==> src/rtl/mc_control.sv <==
// Multicycle MIPS-style main control FSM (Moore, FETCH strobes gated by mem_ready).
// Define MC_CONTROL_ANDI_EN to decode andi (opcode 001100) through the ANDIEX state.
module mc_control (
  input  logic       clk,
  input  logic       reset,
  input  logic [5:0] opcode,
  input  logic       mem_ready,
  output logic       PCWrite,
  output logic       PCWriteCond,
  output logic       IorD,
  output logic       MemRead,
  output logic       MemWrite,
  output logic       MemtoReg,
  output logic       IRWrite,
  output logic       ALUSrcA,
  output logic       RegWrite,
  output logic       RegDst,
  output logic [1:0] PCSource,
  output logic [1:0] ALUSrcB,
  output logic [1:0] ALUOp,
  output logic [3:0] state,
  output logic       illegal_op
);

  typedef enum logic [3:0] {
    S_FETCH  = 4'd0,
    S_DECODE = 4'd1,
    S_MEMADR = 4'd2,
    S_MEMRD  = 4'd3,
    S_MEMWB  = 4'd4,
    S_MEMWR  = 4'd5,
    S_EXEC   = 4'd6,
    S_RWB    = 4'd7,
    S_BRANCH = 4'd8,
    S_JUMP   = 4'd9,
    S_ADDIEX = 4'd10,
`ifdef MC_CONTROL_ANDI_EN
    S_ITWB   = 4'd11,
    S_ANDIEX = 4'd12
`else
    S_ITWB   = 4'd11
`endif
  } state_t;

  localparam logic [5:0] OP_LW   = 6'b100011;
  localparam logic [5:0] OP_SW   = 6'b101011;
  localparam logic [5:0] OP_RTYP = 6'b000000;
  localparam logic [5:0] OP_BEQ  = 6'b000100;
  localparam logic [5:0] OP_J    = 6'b000010;
  localparam logic [5:0] OP_ADDI = 6'b001000;
`ifdef MC_CONTROL_ANDI_EN
  localparam logic [5:0] OP_ANDI = 6'b001100;
`endif

  state_t r_state;
  state_t w_next;

  always_ff @(posedge clk or posedge reset) begin
    if (reset) r_state <= S_FETCH;
    else       r_state <= w_next;
  end

  assign state = r_state;

  // Unused encodings fall to the default arm: all strobes low, back to FETCH.
  always_comb begin
    PCWrite     = 1'b0;
    PCWriteCond = 1'b0;
    IorD        = 1'b0;
    MemRead     = 1'b0;
    MemWrite    = 1'b0;
    MemtoReg    = 1'b0;
    IRWrite     = 1'b0;
    ALUSrcA     = 1'b0;
    RegWrite    = 1'b0;
    RegDst      = 1'b0;
    PCSource    = 2'b00;
    ALUSrcB     = 2'b00;
    ALUOp       = 2'b00;
    illegal_op  = 1'b0;
    w_next      = S_FETCH;
    case (r_state)
      S_FETCH: begin
        MemRead = 1'b1;
        ALUSrcB = 2'b01;
        IRWrite = mem_ready;
        PCWrite = mem_ready;
        w_next  = mem_ready ? S_DECODE : S_FETCH;
      end
      S_DECODE: begin
        ALUSrcB = 2'b11;
        case (opcode)
          OP_LW, OP_SW: w_next = S_MEMADR;
          OP_RTYP:      w_next = S_EXEC;
          OP_BEQ:       w_next = S_BRANCH;
          OP_J:         w_next = S_JUMP;
          OP_ADDI:      w_next = S_ADDIEX;
`ifdef MC_CONTROL_ANDI_EN
          OP_ANDI:      w_next = S_ANDIEX;
`endif
          default:      illegal_op = 1'b1;
        endcase
      end
      S_MEMADR: begin
        ALUSrcA = 1'b1;
        ALUSrcB = 2'b10;
        w_next  = (opcode == OP_LW) ? S_MEMRD : S_MEMWR;
      end
      S_MEMRD: begin
        MemRead = 1'b1;
        IorD    = 1'b1;
        w_next  = mem_ready ? S_MEMWB : S_MEMRD;
      end
      S_MEMWB: begin
        MemtoReg = 1'b1;
        RegWrite = 1'b1;
      end
      S_MEMWR: begin
        MemWrite = 1'b1;
        IorD     = 1'b1;
        w_next   = mem_ready ? S_FETCH : S_MEMWR;
      end
      S_EXEC: begin
        ALUSrcA = 1'b1;
        ALUOp   = 2'b10;
        w_next  = S_RWB;
      end
      S_RWB: begin
        RegDst   = 1'b1;
        RegWrite = 1'b1;
      end
      S_BRANCH: begin
        ALUSrcA     = 1'b1;
        ALUOp       = 2'b01;
        PCWriteCond = 1'b1;
        PCSource    = 2'b01;
      end
      S_JUMP: begin
        PCWrite  = 1'b1;
        PCSource = 2'b10;
      end
      S_ADDIEX: begin
        ALUSrcA = 1'b1;
        ALUSrcB = 2'b10;
        w_next  = S_ITWB;
      end
`ifdef MC_CONTROL_ANDI_EN
      S_ANDIEX: begin
        ALUSrcA = 1'b1;
        ALUSrcB = 2'b10;
        ALUOp   = 2'b11;
        w_next  = S_ITWB;
      end
`endif
      S_ITWB: begin
        RegWrite = 1'b1;
      end
      default: ;
    endcase
  end

endmodule

==> config.mk <==
export PLATFORM = sky130hd
export DESIGN_NAME = mc_control
export DESIGN_NICKNAME = d
export VERILOG_FILES = /design/src/rtl/mc_control.sv
export SDC_FILE = /design/constraint.sdc
export NUM_CORES = 1
export LEC_CHECK = 0
export BUFFER_PORTS_ARGS = -buffer_cell sky130_fd_sc_hd__buf_4
export CORE_MARGIN = 4
export CORE_UTILIZATION = 42
export CTS_CLUSTER_SIZE = 28
export DETAILED_ROUTE_END_ITERATION = 10
export PLACE_DENSITY = 0.82
export SLEW_MARGIN = 20
export SYNTH_ARGS = -nofsm -noshare
export SYNTH_HDL_FRONTEND = slang
export SYNTH_SLANG_ARGS = --single-unit
==> constraint.sdc <==
create_clock -name clk -period 3.06 [get_ports clk]
set_clock_uncertainty 0.15 [all_clocks]
set_input_delay 0.765 -clock clk [delete_from_list [all_inputs] [get_ports clk]]
set_output_delay 0.765 -clock clk [all_outputs]
set_load 0.05 [all_outputs]
=== After elaboration in Yosys (flattened, before gate mapping) ===
Cells that the tools add are included.

* Equal/unequal tests: 16
* Multiplexer cells: 21
* Reduce and logical (&&, ||, !) cells: 9

{| class="wikitable"
|+ Operator list
! cell !! number
|-
| $pmux 4 s7 || 1
|-
| $pmux 4 s5 || 1
|-
| $eq 4x3->1 const B || 4
|-
| $eq 4x4->1 const B || 4
|-
| $eq 6x6->1 const B || 2
|-
| $mux 1 || 12
|-
| $mux 3 || 3
|-
| $eq 4x2->1 const B || 2
|-
| $pmux 2 s2 || 2
|-
| $reduce_or 2->1 || 4
|-
| $eq 6x2->1 const B || 1
|-
| $eq 6x3->1 const B || 1
|-
| $eq 6x4->1 const B || 1
|-
| $logic_not 6->1 || 1
|-
| $pmux 2 s3 || 1
|-
| $reduce_or 6->1 || 1
|-
| $eq 4x1->1 const B || 1
|-
| $logic_not 4->1 || 1
|-
| $reduce_or 4->1 || 1
|-
| $reduce_or 3->1 || 1
|-
| $pmux 1 s2 || 1
|}

* Register bits: 4
* Bits of input ports: 9

=== Longest topological paths before layout ===
* Depth after elaboration: 4
* Gate-level depth with buffers: 5
* Gate-level depth less buffers: 3

=== Worst setup path before layout ===
No wires, ideal clock.

* Path type: register to output
* Start point: reg r_state[2] (netlist: state[2])
* End point: out ALUOp[0]
* Arrival time: 2681 ps
* Slack: -536 ps
* Cell stages (with the launch flop): 6
* Buffers on the path: 3
* Cell sequence: dfrtp_1 -> buf_4 -> buf_2 -> nand2b_1 -> nor3_1 -> buf_4

* Word-level cells in the longest chain between the ends: 2
* Elaborated cells on any way between the ends: 3
* Those cells by class: 2 x eq/ne; 1 x mux

{| class="wikitable"
|+ Ends and longest elaborated chain
! element !! RTL line !! RTL
|-
| start, declared || 55 || <nowiki>state_t r_state;</nowiki>
|-
| start signal, assigned || 60 || <nowiki>else r_state <= w_next;</nowiki>
|-
| $eq 4x4->1 / $eq 4x3->1 (equally long branches) || 82 || <nowiki>case (r_state)</nowiki>
|-
| $pmux 2 s2 * || 82 ||
|-
| end, declared || 20 || <nowiki>output logic [1:0] ALUOp,</nowiki>
|}

Mark *: on every way between the ends. The rest lies on a longest branch, timed or not.

=== Worst setup path after layout ===
* Start point: in opcode[1]
* End point: out illegal_op

* Word-level cells in the longest chain between the ends: 4
* Elaborated cells on any way between the ends: 9
* Those cells by class: 5 x eq/ne; 2 x mux; 2 x reduce/logical

{| class="wikitable"
|+ Ends and longest elaborated chain
! element !! RTL line !! RTL
|-
| start, declared || 6 || <nowiki>input logic [5:0] opcode,</nowiki>
|-
| $eq 6x6->1 (tied with other cells) || 92 || <nowiki>case (opcode)</nowiki>
|-
| $reduce_or 6->1 (no line) * || -- ||
|-
| $mux 1 * || 92 ||
|-
| $mux 1 * || 82 ||
|-
| end, declared || 22 || <nowiki>output logic illegal_op</nowiki>
|}

Marks and branches as above.

==> results.md <==
* Status: complete, no violations
* Area leader, netlist: dfrtp_1
* GPL Wtd Cong at about 0.90
* Cell Chain, Critical Path: buf_4 -> nor2b_1 -> o311ai_1 -> o311a_1 -> buf_4
* Share of the yosys chip area belonging to registers at 0.181
* RSZ-0062 raised after global routing: no
* # IOs at 30
* Worst R2R Start: state[2]
* Die height at between 40 and 50 um
* Met3 Use GR at 0.0528
* IO Port Bufs at 29
* Worst VDD drop at about 0.48 mV
* Slew Viols, Final at 0
* Most frequent cells in the layout: 31 x buf_4, 9 x nor2_1, 7 x nor3_1
* Inserted Clock Buffers at 3
* Total iterations of the first detailed-routing run at 4
* PnR worst setup slack at approximately 0.29 ns
* Avg Inst Size Synth at roughly 7 um^2
* FP Rows at 12
* Pin count of the biggest net entering global routing at 21
* Logic pwr share at 0.759
* Placed Area at 759 um^2
* # resized after CTS at 0
* Netlist Area Pre-Place at between 500 and 600 um^2
* Final design utilization at 0.668
* Type of the worst setup path: primary input to primary output
* Post-synth cell types at 34
* Layout Nets at about 110
* CTS tree: done
* Post-CTS Repair Setup Buffers at 0
* R2r worst-path depth at 3
* Final setup viols at 0
* Met2 Usage GRT at 0.328
* Clk Latency, worst-skew pair at between 0.2 and 0.25 ns
* F_max at 362 MHz
* Dominant synthesized flop cell: dfrtp_1
* Synthesis-stage register bit count at 4
* Layout cell share with drive strength beyond 1 at 0.369
* Clock Sinks at 4
* Flop pwr share at 0.159
* H-Tree Depth at 1
* Maximum clock insertion buffer count at 2
* Hold Crit Class: primary input to async pin
* CP required at approximately 2.1 ns
* MaxCap Viol Count at 0
* CP Max Fanout at 6
* Max reg flops at 4
* Critical Path End Type: primary output
* R2r endpoint: state[2]
* Ys Warns at 0
* Met1 global-route usage at 0.199
* Post-route cell area at between 700 and 800 um^2
* Pwr dens at about 1000 mW/mm^2
* Syn nets at between 80 and 90
* HPWL after DPL at around 1200 um
* Commonest non-fill, non-tap cell in the layout: buf_4
* Top-area cell type share of the netlist area at 0.181
* Final hold violations at 0
* Post-synth EDFFs at 0
* # DRC at 0
* CP max stage delay at ~0.38 ns
* CP most frequent cell: buf_4
* Final Cycle Share at 0.904
* Die Wd at between 40 and 50 um
* Cells after synthesis at 78
* Reg clk slew, reported paths at around 0.04 ns
* Worst slew margin at 0.588
* Period minus WS final at 2.77 ns
* Vias in the first global route at around 640
* Worst slew pin tran at 0.618 ns
* Initial Util at 0.472
* 1st-iter DRT viols at 12
* Drt total wl at between 1500 and 2000 um
* Antenna viol nets, final at 0
* DP Worst Slack at 0.320 ns
* Part of the power in the clock network at 0.082
* Synth area leaders: dfrtp_1 18%, nor3_1 8.1%, nor2_1 6.1%
* Detailed-route via count at 683
* Leakage power at about 0.00036 uW
* Grt total ovfl at 0
* CTS Hold Bufs at 0
* Cell Int Power at a little over 300 uW
* Initial antenna violation count at 0
* WL/cell at between 10 and 15 um
* Post-synth ARST share at 1.00
* Switching part of the total at 0.611
* R2R Setup Slk at roughly 1.3 ns
* Area growth from synthesis to layout at 41.4%
* NetSw at 485 uW
* # diodes at 0
* Busiest grt layer: met2
* CP Launch Type: primary input
* Core area at roughly 0.0012 mm^2
* Die area at 0.00196 mm^2
* Total global-route track usage at 0.181
* Slowest cell on the critical path: o311ai_1
* Critical path arrival at 1.85 ns
* DR vias/cell at a little under 6
* Clock root buffer: clkbuf_4
* Global-route wire length before repair at 2700 um
-- layout make-up --
type | instances | area [um^2]
timing repair buffer | 31 | 233
inverter | 3 | 11.3
clock buffer | 3 | 22.5
fill | 116 | 389
sequential | 4 | 100
multi-input combinational | 62 | 398
tap | 14 | 17.5
-- how the worst max path moves through the flow --
stage               cells after the start       from  slack [ns]          to
detailed placement                      5  opcode[1]        0.32  illegal_op
global route                            3   state[2]        0.22  illegal_op
CTS                                     5  opcode[1]        0.32  illegal_op
finish                                  5  opcode[1]        0.29  illegal_op
floorplan                               4   state[1]       -0.14     ALUSrcA
global placement                        5  opcode[1]        0.38  illegal_op
-- worst max-delay path, delay by kind of cell --
| family | cells | cell delay [ns] |
|---|---|---|
| buffers and inverters | 2 | 0.32 |
| AOI/OAI and AO/OA | 2 | 0.61 |
| and+or+nand+nor | 1 | 0.15 |
-- Yosys cell counts, types with 2 or more instances --
library cell  count
nor2_1            9
nor3_1            9
buf_2             5
nand2_1           5
nand2b_1          5
a21oi_1           4
dfrtp_1           4
and3_1            3
buf_4             3
inv_1             3
nor3b_1           3
nor2b_1           2
o31ai_1           2
-- power groups by stage --
stage	clock [uW]	sequential [uW]	combinational [uW]
2_1_floorplan	0	125	453
3_3_place_gp	0	125	595
3_5_place_dp	0	128	604
4_1_cts	67.7	127	605
5_1_grt	76.8	133	640
6_report	65.0	127	602
-- cell families (layout without fill, tap and decap cells) --
family | Yosys count | count (layout) | synth area share
AO/OA/AOI/OAI | 18 | 18 | 0.235
XOR/XNOR | 2 | 2 | 0.0317
buffers and inverters | 12 | 37 | 0.127
flip-flops | 4 | 4 | 0.181
multiplexers | 1 | 1 | 0.0181
AND/OR/NAND/NOR | 41 | 41 | 0.407
-- per-layer routing --
layer | up-vias | share of wire
met4 | 0 | 0
met2 | 37 | 0.51
met3 | 0 | 0.10
li1 | 338 | -
met5 | - | 0
met1 | 308 | 0.39
-- through the flow --
stage / TNS, ns / hold slack, ns / std cells / power, uW
finish: 0 / 0.259 / 117 / 793
global route: 0 / 0.252 / 117 / 850
CTS: 0 / 0.261 / 117 / 800
detailed placement: 0 / 0.443 / 114 / 732
global placement: 0 / 0.430 / 114 / 720
floorplan: -0.266 / 0.381 / 78 / 577
Note: power is estimated with default switching activity, not from simulation.
